==> src/rtl/coffee_pkg.sv <==
// Shared types and lookup functions for the coffee vending controller.
package coffee_pkg;

  typedef enum logic [2:0] {
    IDLE, WAIT_PAY, COFFEE, MILK, CHOC, FOAM, DONE, REFUND
  } state_t;

  localparam logic [3:0] DRINK_EXPRESSO  = 4'b0001;
  localparam logic [3:0] DRINK_C_LECHE   = 4'b0010;
  localparam logic [3:0] DRINK_CAPUCCINO = 4'b0100;
  localparam logic [3:0] DRINK_MOCACCINO = 4'b1000;

  localparam logic [3:0] STEP_NONE   = 4'b0000;
  localparam logic [3:0] STEP_COFFEE = 4'b0001;
  localparam logic [3:0] STEP_MILK   = 4'b0010;
  localparam logic [3:0] STEP_CHOC   = 4'b0100;
  localparam logic [3:0] STEP_FOAM   = 4'b1000;

  function automatic logic [3:0] cost_of(input logic [3:0] drink);
    case (drink)
      DRINK_EXPRESSO:  return 4'd1;
      DRINK_C_LECHE:   return 4'd2;
      DRINK_CAPUCCINO: return 4'd3;
      DRINK_MOCACCINO: return 4'd4;
      default:         return 4'd0;
    endcase
  endfunction

  function automatic logic [3:0] coin_value(input logic [1:0] code);
    case (code)
      2'b01:   return 4'd1;
      2'b10:   return 4'd2;
      2'b11:   return 4'd5;
      default: return 4'd0;
    endcase
  endfunction

  // STEP_NONE means the recipe is finished.
  function automatic logic [3:0] recipe_next(input logic [3:0] drink, input logic [3:0] step);
    case (step)
      STEP_COFFEE: begin
        if (drink == DRINK_EXPRESSO)  return STEP_NONE;
        if (drink == DRINK_MOCACCINO) return STEP_CHOC;
        return STEP_MILK;
      end
      STEP_CHOC: return STEP_MILK;
      STEP_MILK: begin
        if (drink == DRINK_CAPUCCINO || drink == DRINK_MOCACCINO) return STEP_FOAM;
        return STEP_NONE;
      end
      default: return STEP_NONE;
    endcase
  endfunction

  function automatic state_t state_of(input logic [3:0] step);
    case (step)
      STEP_COFFEE: return COFFEE;
      STEP_MILK:   return MILK;
      STEP_CHOC:   return CHOC;
      STEP_FOAM:   return FOAM;
      default:     return IDLE;
    endcase
  endfunction

endpackage

==> src/rtl/coffee_order_fsm_sec_down_timer.sv <==
// Seconds down-counter shared by pay timeout, serve steps and the DONE hold.
module sec_down_timer (
  input  logic       clk,
  input  logic       rst,
  input  logic       load,
  input  logic [3:0] value,
  input  logic       tick,
  output logic [3:0] count,
  output logic       expired
);

  always_ff @(posedge clk) begin
    if (!rst)                     count <= 4'd0;
    else if (load)                count <= value;
    else if (tick && count != 0)  count <= count - 4'd1;
  end

  // The tick that would take the count from 1 to 0 ends the interval.
  assign expired = tick && (count == 4'd1);

endmodule

==> src/rtl/coffee_order_fsm.sv <==
// Coffee vending controller: drink latch, payment, refund and timed serve sequence.
module coffee_order_fsm
  import coffee_pkg::*;
#(
  parameter logic [3:0] T_COFFEE    = 4'd3,
  parameter logic [3:0] T_MILK      = 4'd2,
  parameter logic [3:0] T_CHOC      = 4'd2,
  parameter logic [3:0] T_FOAM      = 4'd1,
  parameter logic [3:0] PAY_TIMEOUT = 4'd9,
  parameter logic [3:0] DONE_HOLD   = 4'd3
) (
  input  logic       clk,
  input  logic       rst,
  input  logic       tick_1s,
  input  logic [3:0] btn_n,
  input  logic       cancel,
  input  logic [1:0] coin_code,
  input  logic       coin_valid,
  output logic [3:0] drink_sel,
  output logic [3:0] amount,
  output logic [3:0] step_code,
  output logic [3:0] sec_left,
  output logic [3:0] change,
  output logic [3:0] refund,
  output logic       refund_vld,
  output logic       coin_reject,
  output logic       done
);

  state_t     state;
  logic       entry_cyc;
  logic       tick_eff, expired, tmr_load;
  logic [3:0] tmr_val, new_amt, nxt_step;
  logic [4:0] sum;
  logic       btn_one, paid, abort;

  function automatic logic [3:0] step_time(input logic [3:0] s);
    case (s)
      STEP_COFFEE: return T_COFFEE;
      STEP_MILK:   return T_MILK;
      STEP_CHOC:   return T_CHOC;
      STEP_FOAM:   return T_FOAM;
      default:     return DONE_HOLD;
    endcase
  endfunction

  // A tick landing in the first cycle of a timed interval is dropped.
  assign tick_eff = tick_1s && !entry_cyc;

  sec_down_timer u_timer (
    .clk     (clk),
    .rst     (rst),
    .load    (tmr_load),
    .value   (tmr_val),
    .tick    (tick_eff),
    .count   (sec_left),
    .expired (expired)
  );

  always_comb begin
    sum      = {1'b0, amount} + {1'b0, (coin_valid ? coin_value(coin_code) : 4'd0)};
    new_amt  = sum[4] ? 4'hF : sum[3:0];
    paid     = new_amt >= cost_of(drink_sel);
    abort    = cancel || expired;
    btn_one  = $onehot(~btn_n);
    nxt_step = recipe_next(drink_sel, step_code);
    tmr_load = 1'b0;
    tmr_val  = 4'd0;
    case (state)
      IDLE: if (btn_one) begin
        tmr_load = 1'b1;
        tmr_val  = PAY_TIMEOUT;
      end
      WAIT_PAY: begin
        if (abort) begin
          tmr_load = 1'b1;
          tmr_val  = 4'd0;
        end else if (paid) begin
          tmr_load = 1'b1;
          tmr_val  = T_COFFEE;
        end else if (coin_valid) begin
          tmr_load = 1'b1;
          tmr_val  = PAY_TIMEOUT;
        end
      end
      COFFEE, MILK, CHOC, FOAM: if (expired) begin
        tmr_load = 1'b1;
        tmr_val  = step_time(nxt_step);
      end
      default: ;
    endcase
  end

  always_ff @(posedge clk) begin
    if (!rst) begin
      state       <= IDLE;
      entry_cyc   <= 1'b0;
      drink_sel   <= 4'd0;
      amount      <= 4'd0;
      step_code   <= STEP_NONE;
      change      <= 4'd0;
      refund      <= 4'd0;
      refund_vld  <= 1'b0;
      coin_reject <= 1'b0;
      done        <= 1'b0;
    end else begin
      entry_cyc   <= 1'b0;
      refund      <= 4'd0;
      refund_vld  <= 1'b0;
      coin_reject <= coin_valid && (state != WAIT_PAY);
      case (state)
        IDLE: if (btn_one) begin
          drink_sel <= ~btn_n;
          entry_cyc <= 1'b1;
          state     <= WAIT_PAY;
        end
        WAIT_PAY: begin
          amount <= new_amt;
          // Cancel or timeout beats a coin that would complete payment.
          if (abort) begin
            refund     <= new_amt;
            refund_vld <= 1'b1;
            amount     <= 4'd0;
            state      <= REFUND;
          end else if (paid) begin
            change    <= new_amt - cost_of(drink_sel);
            step_code <= STEP_COFFEE;
            entry_cyc <= 1'b1;
            state     <= COFFEE;
          end
        end
        COFFEE, MILK, CHOC, FOAM: if (expired) begin
          entry_cyc <= 1'b1;
          step_code <= nxt_step;
          if (nxt_step == STEP_NONE) begin
            done  <= 1'b1;
            state <= DONE;
          end else begin
            state <= state_of(nxt_step);
          end
        end
        DONE: if (expired) begin
          amount    <= 4'd0;
          change    <= 4'd0;
          drink_sel <= 4'd0;
          done      <= 1'b0;
          state     <= IDLE;
        end
        REFUND: begin
          drink_sel <= 4'd0;
          state     <= IDLE;
        end
        default: state <= IDLE;
      endcase
    end
  end

endmodule

==> config.mk <==
export PLATFORM = sky130hd
export DESIGN_NAME = coffee_order_fsm
export DESIGN_NICKNAME = d
export VERILOG_FILES = /design/src/rtl/coffee_pkg.sv /design/src/rtl/coffee_order_fsm_sec_down_timer.sv /design/src/rtl/coffee_order_fsm.sv
export SDC_FILE = /design/constraint.sdc
export NUM_CORES = 1
export LEC_CHECK = 0
export CAP_MARGIN = 20
export CORE_UTILIZATION = 30
export DETAILED_ROUTE_END_ITERATION = 6
export SLEW_MARGIN = 20
export SYNTH_ARGS = -nofsm -noshare
export SYNTH_HDL_FRONTEND = slang
export SYNTH_SLANG_ARGS = --single-unit
==> constraint.sdc <==
create_clock -name clk -period 11.44 [get_ports clk]
set_input_delay 2.288 -clock clk [delete_from_list [all_inputs] [get_ports clk]]
set_output_delay 2.288 -clock clk [all_outputs]
set_load 0.05 [all_outputs]
# Yosys cells after proc, flatten, opt, wreduce, memory -nomap -nowiden
# Index checks and enable logic that the tools add are counted.
dict set report word_totals {
  out_inout_bits 27
  register_bits 31
  input_bits 11
  word_cells 140
}
dict set report classes {
  n_mux 65
  magnitude_cmp 1
  reduce_logical 25
  bitwise 1
  eq_ne 31
  n_addsub 6
}
# op n
set op_table {}
lappend op_table {{2-to-1 mux 4 bit} 26}
lappend op_table {{one-hot mux 4 bit (3 select lines)} 3}
lappend op_table {{one-hot mux 3 bit (4 select lines)} 2}
lappend op_table {{one-hot mux 4 bit (2 select lines)} 3}
lappend op_table {{2-to-1 mux 1 bit} 18}
lappend op_table {{2-to-1 mux 3 bit} 6}
lappend op_table {{equality test 4 x 1 -> 1 bit, second input constant} 4}
lappend op_table {{AND reduction 4 bit} 4}
lappend op_table {{one-hot mux 3 bit (5 select lines)} 1}
lappend op_table {{equality test 3 bit, second input constant} 4}
lappend op_table {{equality test 4 x 2 -> 1 bit, second input constant} 3}
lappend op_table {{equality test 4 x 3 -> 1 bit, second input constant} 3}
lappend op_table {{!= test 2 bit, second input constant} 6}
lappend op_table {{one-hot mux 3 bit (3 select lines)} 1}
lappend op_table {{equality test 4 bit, second input constant} 2}
lappend op_table {{nonzero test 2 bit} 4}
lappend op_table {{equality test 3 x 1 -> 1 bit, second input constant} 2}
lappend op_table {{equality test 3 x 2 -> 1 bit, second input constant} 2}
lappend op_table {{one-hot mux 1 bit (3 select lines)} 2}
lappend op_table {{AND reduction 3 bit} 2}
lappend op_table {{adder 4 x 4 -> 5 bit} 1}
lappend op_table {{adder 1 x 1 -> 2 bit} 2}
lappend op_table {{equality test 2 bit, second input constant} 2}
lappend op_table {{>= comparator 4 bit} 1}
lappend op_table {{20 further kinds} 25}

# Longest topological paths before layout
# Gate-level depths: netlist (run 1).
dict set report logic_depth {
  ltp_word 14
  ltp_mapped 16
  mapped_depth_nobuf 16
}

# By module
# Synthesis (run 1) repeated with hierarchy kept, for this count alone.
dict set report unflattened {
  cells_unflattened 248
  hier_area_um2 2057.0
}
# module area_per_inst_um2 instances seq_area_each_um2 cells_each
set modules_own_cells {}
lappend modules_own_cells {coffee_order_fsm 1791.7 1 540.5 216}
lappend modules_own_cells {sec_down_timer 265.3 1 80.1 32}

# Least setup slack after synthesis (run 1)
# No wires, ideal clock.
dict set report synth_path {
  path_kind {input port to flip-flop}
  startpoint {input coin_valid}
  endpoint {register u_timer.count[1]}
  arrival_time_ns 5.200
  setup_slack_ns 6.125
  required_time_ns 11.324
  cell_stages 16
  setup_time_ns 0.116
  path_cell_list {and2_1 ha_1 inv_1 fa_1 nor2b_1 o21ai_0 nor2b_1 ha_1 inv_1 fa_1 a21o_1 a211oi_1 o21ai_2 o41ai_4 nor3_1 a31o_1}
}
dict set report synth_between {
  elab_chain_len 8
  word_cells_on_any_way 13
  cone_classes {add/sub (1); order compare (1); mux (10); reduce/logical (1)}
}
# element line
set synth_lines {}
lappend synth_lines {{start: declaration} coffee_order_fsm.sv:18} ;# input logic coin_valid,
lappend synth_lines {{2-to-1 mux 4 bit} coffee_order_fsm.sv:61} ;# sum = {1'b0, amount} + {1'b0, (coin_valid ? coin_value(coin_code) : 4'd0)};
lappend synth_lines {{adder 4 x 4 -> 5 bit} coffee_order_fsm.sv:61}
lappend synth_lines {{2-to-1 mux 4 bit} coffee_order_fsm.sv:62} ;# new_amt = sum[4] ? 4'hF : sum[3:0];
lappend synth_lines {{>= comparator 4 bit} coffee_order_fsm.sv:63} ;# paid = new_amt >= cost_of(drink_sel);
lappend synth_lines {{2-to-1 mux 4 bit / 2-to-1 mux 1 bit (equally long branches)} coffee_order_fsm.sv:78} ;# end else if (paid) begin
lappend synth_lines {{2-to-1 mux 4 bit / 2-to-1 mux 1 bit (equally long branches)} coffee_order_fsm.sv:75} ;# if (abort) begin
lappend synth_lines {{one-hot mux 4 bit (3 select lines) / one-hot mux 1 bit (3 select lines) (equally long branches)} coffee_order_fsm.sv:69} ;# case (state)
lappend synth_lines {{2-to-1 mux 4 bit / nonzero test 2 bit (equally long branches)} -}
lappend synth_lines {{end signal: assignment} coffee_order_fsm_sec_down_timer.sv:14} ;# else if (load) count <= value;
lappend synth_lines {{end signal: assignment} coffee_order_fsm_sec_down_timer.sv:15} ;# else if (tick && count != 0) count <= count - 4'd1;
lappend synth_lines {{end: declaration} coffee_order_fsm_sec_down_timer.sv:8} ;# output logic [3:0] count,
# Parallel ways exist; a longest one is shown, timed or not.
# A chain may end at the register's enable or synchronous reset.

# Final worst setup path (run 1)
# Ends and elaborated chain as after synthesis.

==> metrics.cfg, run 1 <==
[run_status]
outcome=finished clean

[logic_synthesis]
synth_edf_count=0
avgSynthCellArea_um2=8.72
syn_inst=230
synth_fp_nets=258
syn_area_um2=2010
yosysSeqAreaShare=0.309
postSynth.asyncResetShare=0
yosys.area_share.simple=0.241
synth_xor_area_frac=0.0480
synthMuxAreaShare=0.0299
ys_types=52
synth_top_family_by_area=simple AND/OR/NAND/NOR gates
ys_warn_count=0
synth-compound-area-share=0.207
ys.flop_type=dfxtp_1
synth_fa_ha_area_frac=0.117
ys_seq_elements=31

[finish]
layout-drive-gt1-share=0.0861
seq_area_um2=621
multi_input_area_um2=1290
nets=294
final_area_um2=2550
fillers=645
synthToLayoutAreaGrowth_pct=27.3
diodes=0

[power]
intPower_mw=0.292
swShare=0.420
seqPwrFrac=0.287
vdd_ir_drop_max_mv=0.0991
p_per_area_nw_per_um2=197
p_leak_nw=1.01
p_sw_mw=0.211
combinationalPowerShare=0.488
pwr-share-clk=0.225

[clocking]
cts_buffer_depth=2
postCtsSetupRepairBufs=0
cts-root-buf=clkbuf_8
cts_tree=done
cts-resized-gates=0
hold_buffers=0
clk_latency_ns=0.28
clk_pin_slew_ns=0.07
cts.htree.levels=2
cts_sinks=31
cts_buffers=5

[sta]
slew_violations=0
fmax_ghz=0.162
relSlewSlack=0.584
fin_crit_ns=6.18
setup-tns-final_ns=0
post-route-period-util=0.540
worst_clock_skew_ns=0.00560
hold_viol_final=0
setup_violations=0
rsz0062_at_grt=false
tightest_slew_ns=0.620

[die]
rows=29
fp.dieW_um=83.8
start_util=0.314
die-height_um=83.8
ios=38
dieArea_um2=7020
coreArea_um2=6390

[critical_path]
cp_data_arrival_time_ns=6.36
cpMaxStageDelayCell=clkdlybuf4s50_1
critPathKind=in -> reg
r2r_start=amount[0]
cp-start-kind=input port
crit_chain=clkdlybuf4s50_1 > and2_1 > ha_1 > inv_1 > fa_1 > nor2b_1 > o21ai_0 > nor2b_1 > ha_1 > inv_1 > fa_1 > a21o_1 > a211oi_1 > o21ai_2 > o41ai_4 > nor3_1 > a31o_1
ff2ff_path_depth=15
critPathMaxFanout=8
worstPathRequired_ns=11.62
reg2reg_slack_ns=7.72
end_kind=flop
rr_endpoint=u_timer.count[1]
cp_slowest_stage_delay_ns=0.57

[hold_path]
holdPathStages=2
hold_end=change[3]
min-delay-start=change[3]
hp-class=reg -> reg

[grt]
grt_max_degree=20
antenna_found_initial=0
grt_usage=0.149
gr-total-overflow=0
grt_pass1_vias=1793
grt_pass1_wl_um=8430

[route]
drc=0
postRouteAntennaNets=0
vias=1748
first_pass_iters=6
via_per_inst=5.08
wirelength_um=4890
post_drt_wl_per_cell_um=14.2
drt_iter0_markers=99

[run]
drv_cap=0

[placed_design]
routabilityCongestion=0.817
portBuffers=37
hpwl_um=3650
post_dp_cell_area_um2=2430

-- layout make-up --
class / instances / area share
multi-input cells: 176 / 0.506
flip-flops and latches: 31 / 0.243
repair buffers: 37 / 0.145
well taps: 77 / 0.0377
clock buffers: 6 / 0.0324
inverters: 15 / 0.0221
clock inverters: 2 / 0.0137
-- logic make-up (layout without fill, tap and decap cells) --
| kind of cell | after synthesis | count (layout) |
|---|---|---|
| fa+ha+maj | 17 | 17 |
| compound gates | 51 | 51 |
| xor+xnor | 11 | 11 |
| mux | 6 | 6 |
| simple gates | 91 | 91 |
| buf+inv | 23 | 60 |
| flops | 31 | 31 |
-- power by group through the flow --
stage                     Sequential [mW]  Clock, mW  Combinational (mW)
after floorplan                     0.180          0               0.154
after global placement              0.147          0               0.244
after detailed placement            0.147          0               0.244
after CTS                           0.145      0.116               0.247
after global routing                0.148      0.121               0.269
final                               0.144      0.113               0.245
-- cells in the mapped netlist, types with 2 or more instances --
library cell	number	area share
a211oi_1	3	0.011
a21o_1	3	0.011
a21oi_1	11	0.027
a22o_1	3	0.013
a22oi_1	4	0.015
a311oi_1	3	0.013
and2_1	3	0.0094
and3_1	5	0.016
and4_1	2	0.0087
clkbuf_1	7	0.013
dfxtp_1	31	0.31
fa_1	3	0.030
ha_1	14	0.087
inv_1	14	0.026
mux2i_1	6	0.030
nand2_1	17	0.032
nand2b_1	4	0.012
nand3_1	4	0.010
nor2_1	32	0.060
nor2b_1	3	0.0094
nor3_1	7	0.017
nor4_1	2	0.0062
o211a_1	2	0.010
o21ai_0	6	0.015
o21ai_2	2	0.0087
o41ai_1	2	0.0087
or2_2	2	0.0062
or3_1	2	0.0062
xnor2_1	8	0.035
xor2_1	3	0.013
-- how the worst max path moves through the flow --
stage	startpoint	end	cells after the start
after global routing	coin_valid	u_timer.count[1]	17
after global placement	coin_valid	u_timer.count[1]	17
after floorplan	coin_valid	u_timer.count[1]	16
after detailed placement	coin_valid	u_timer.count[1]	17
after CTS	coin_valid	u_timer.count[1]	17
final	coin_valid	u_timer.count[1]	17
-- registers in the layout, indices dropped and copies added (netlist names) --
signal / count
amount: 4
change: 4
drink_sel: 4
refund: 4
step_code: 4
u_timer.count: 4
state: 3
coin_reject: 1
done: 1
entry_cyc: 1
refund_vld: 1
-- metrics by stage --
| stage | power, mW | hold WS, ns | utilization | std cells | setup slack (ns) |
|---|---|---|---|---|---|
| after global placement | 0.391 | 0.449 | 0.381 | 336 | 5.24 |
| final | 0.503 | 0.456 | 0.400 | 344 | 5.26 |
| after detailed placement | 0.391 | 0.456 | 0.381 | 336 | 5.03 |
| after global routing | 0.538 | 0.484 | 0.400 | 344 | 4.94 |
| after floorplan | 0.334 | 0.496 | - | 230 | 6.12 |
| after CTS | 0.508 | 0.466 | 0.400 | 344 | 5.30 |
-- metal layers --
metal,up-vias,GRT usage,part of all wire
li1,885,-,-
met1,814,0.194,0.49
met2,44,0.243,0.45
met3,5,0.0326,0.045
met4,0,0.0524,0.012
met5,-,0,0
-- worst max-delay path: cells and delay by family --
family / cells / cell delay [ns]
buffers and inverters: 3 / 0.71
AND/OR/NAND/NOR: 4 / 0.74
AO/OA/AOI/OAI: 6 / 1.56
adder cells (fa/ha/maj): 4 / 1.05
-- layout by cell type (no fill, tap or decap), types with 5 or more instances in the layout --
cell type	count
and3_1	5
clkdlybuf4s50_1	37
ha_1	14
dfxtp_1	31
a21oi_1	11
nor2_1	32
o21ai_0	6
mux2i_1	6
nor3_1	7
nand2_1	17
inv_1	14
clkbuf_8	6
xnor2_1	8
Note: power is estimated with default switching activity, not from simulation.
==> run 2, diff against run 1 <==
==> constraint.sdc (replaced) <==
create_clock -name clk -period 5.3 [get_ports clk]
set_input_delay 1.06 -clock clk [delete_from_list [all_inputs] [get_ports clk]]
set_output_delay 1.06 -clock clk [all_outputs]
set_load 0.05 [all_outputs]
==> metrics.cfg, run 2 (synthesized netlist as in run 1, its figures left out) <==
[power]
p_leak_nw=1.01  ; unchanged
finalPower_mw=1.08  ; was 0.503 mW
vdd_ir_drop_max_mv=0.208  ; was 0.0991 mV
p_per_area_nw_per_um2=423  ; was 197 nW/µm²

[grt]
busiest_layer=met2  ; unchanged
grtUsageMet1=0.187  ; was 0.194
grt_pass1_vias=1669  ; was 1793
use_met2=0.221  ; was 0.243
grt_max_degree=20  ; unchanged
use_met3=0.0317  ; was 0.0326
gr-total-overflow=0  ; unchanged
grt_pass1_wl_um=7880  ; was 8430 µm
antenna_found_initial=0  ; unchanged
grt_usage=0.140  ; was 0.149

[hold_path]
min-delay-start=change[1]  ; was change[3]
hp-class=reg -> reg  ; unchanged

[route]
first_pass_iters=4  ; was 6
vias=1714  ; was 1748
drc=0  ; unchanged
via_per_inst=4.98  ; was 5.08
wirelength_um=4720  ; was 4890 µm
post_drt_wl_per_cell_um=13.7  ; was 14.2 µm
drt_iter0_markers=61  ; was 99
postRouteAntennaNets=0  ; unchanged

[critical_path]
cp-start-kind=input port  ; unchanged
crit_family=compound AO/OA/AOI/OAI gates  ; unchanged
cpMaxStageDelayCell=clkdlybuf4s50_1  ; unchanged
critPathMaxFanout=8  ; unchanged
worstPathRequired_ns=5.48  ; was 11.62 ns
crit_start=coin_valid  ; unchanged
end_kind=flop  ; unchanged
r2r_start=amount[0]  ; unchanged
cp_data_arrival_time_ns=5.06  ; was 6.36 ns
cp_slowest_stage_delay_ns=0.58  ; was 0.57 ns
crit_chain=clkdlybuf4s50_1 > and2_1 > ha_1 > inv_1 > fa_1 > nor2b_1 > o21ai_0 > nor2b_1 > ha_1 > inv_1 > fa_1 > a21o_1 > a211oi_1 > o21ai_2 > o41ai_4 > nor3_1 > a31o_1  ; unchanged
critPathKind=in -> reg  ; unchanged
cp_num_buf_inv=3  ; unchanged

[die]
coreArea_um2=6390  ; unchanged
dieArea_um2=7020  ; unchanged
ios=38  ; unchanged
die-height_um=83.8  ; unchanged
start_util=0.314  ; unchanged
rows=29  ; unchanged
fp.dieW_um=83.8  ; unchanged

[clocking]
cts_buffer_depth=2  ; unchanged
cts_buffers=5  ; unchanged
cts-root-buf=clkbuf_8  ; unchanged
clk_latency_ns=0.28  ; about the same
postCtsSetupRepairBufs=0  ; unchanged
cts-resized-gates=0  ; unchanged
clk_pin_slew_ns=0.07  ; about the same
cts_sinks=31  ; unchanged
cts_tree=done  ; unchanged
cts.htree.levels=2  ; unchanged
hold_buffers=0  ; unchanged

[sta]
post-route-period-util=0.922
whs_ns=0.462  ; was 0.456 ns
setup_violations=0  ; unchanged
worst_clock_skew_ns=0.00565  ; was 0.00560 ns
setup-tns-final_ns=0  ; unchanged
tightest_slew_ns=0.608  ; was 0.620 ns
fin_crit_ns=4.89
hold_viol_final=0  ; unchanged
fmax_ghz=0.205
relSlewSlack=0.592  ; was 0.584
rsz0062_at_grt=false  ; unchanged
slew_violations=0  ; unchanged

[finish]
synthToLayoutAreaGrowth_pct=27.3  ; unchanged
final_common_cell=clkdlybuf4s50_1  ; unchanged
nets=294  ; unchanged
final_area_um2=2550  ; unchanged
multi_input_area_um2=1290  ; unchanged
layout-drive-gt1-share=0.0861  ; unchanged
final_cell_mix=clkdlybuf4s50_1, nor2_1, dfxtp_1  ; unchanged
fin_util=0.400  ; unchanged
seq_area_um2=621  ; unchanged
fillers=657  ; was 645
diodes=0  ; unchanged

[run]
drv_cap=0  ; unchanged

[placed_design]
routabilityCongestion=0.816  ; was 0.817
post_dp_cell_area_um2=2430  ; unchanged
portBuffers=37  ; unchanged
hpwl_um=3610  ; was 3650 µm

[run_status]
outcome=finished clean  ; unchanged

## run 2: cell counts in the layout (fill, tap and decap cells not counted)
Identical to the previous run, type by type.
## run 2: report_power, final
group | internal, mW | switching, mW | total, mW
registers | 0.267 | 0.0440 | 0.311
clock network | 0.152 | 0.0882 | 0.240
logic | 0.210 | 0.319 | 0.529
## run 2: metal layers
layer / routed length (µm) / vias up
met5: 0 / -
met4: 48 / 0
met3: 190 / 6
met2: 2100 / 41
met1: 2390 / 783
li1: - / 884
## run 2: area by class of cell
cell class / instances / share of cell area
clock inverter: 2 / 0.0137
sequential: 31 / 0.243
tap: 77 / 0.0377
inverter: 15 / 0.0221
clock buffer: 6 / 0.0324
timing repair buffer: 37 / 0.145
multi-input combinational: 176 / 0.506
## run 2: stage by stage
step | instances | setup WS [ns]
after global placement | 336 | 0.331
after floorplan | 230 | 1.21
after global routing | 344 | 0.116
after detailed placement | 336 | 0.146
after CTS | 344 | 0.412
final | 344 | 0.412
## run 2: worst paths after layout
kind,endpoint,slack [ns],cells after the start
hold / removal,change[1],0.46,2
setup / recovery,u_timer.count[1],0.41,17
setup reg to reg,u_timer.count[1],1.66,15
hold reg to reg,change[1],0.46,2
## run 2: worst register-to-register path, delay by kind of cell (launching register included)
| kind | cells | cell delay, ns |
|---|---|---|
| AO/OA/AOI/OAI | 6 | 1.56 |
| adder cells (fa/ha/maj) | 4 | 1.06 |
| AND/OR/NAND/NOR | 3 | 0.47 |
| flip-flops | 1 | 0.34 |
| buffers and inverters | 2 | 0.13 |
==> run 3, diff against run 2 <==
--- a/config.mk
+++ b/config.mk
@@ -7,6 +7,7 @@
 export LEC_CHECK = 0
 export CAP_MARGIN = 20
 export CORE_UTILIZATION = 30
+export CTS_BUF_LIST = sky130_fd_sc_hd__clkbuf_8
 export DETAILED_ROUTE_END_ITERATION = 6
 export SLEW_MARGIN = 20
 export SYNTH_ARGS = -nofsm -noshare
==> results of run 3 <==
The final DEF is identical to that of run 2; final timing and power are the same.
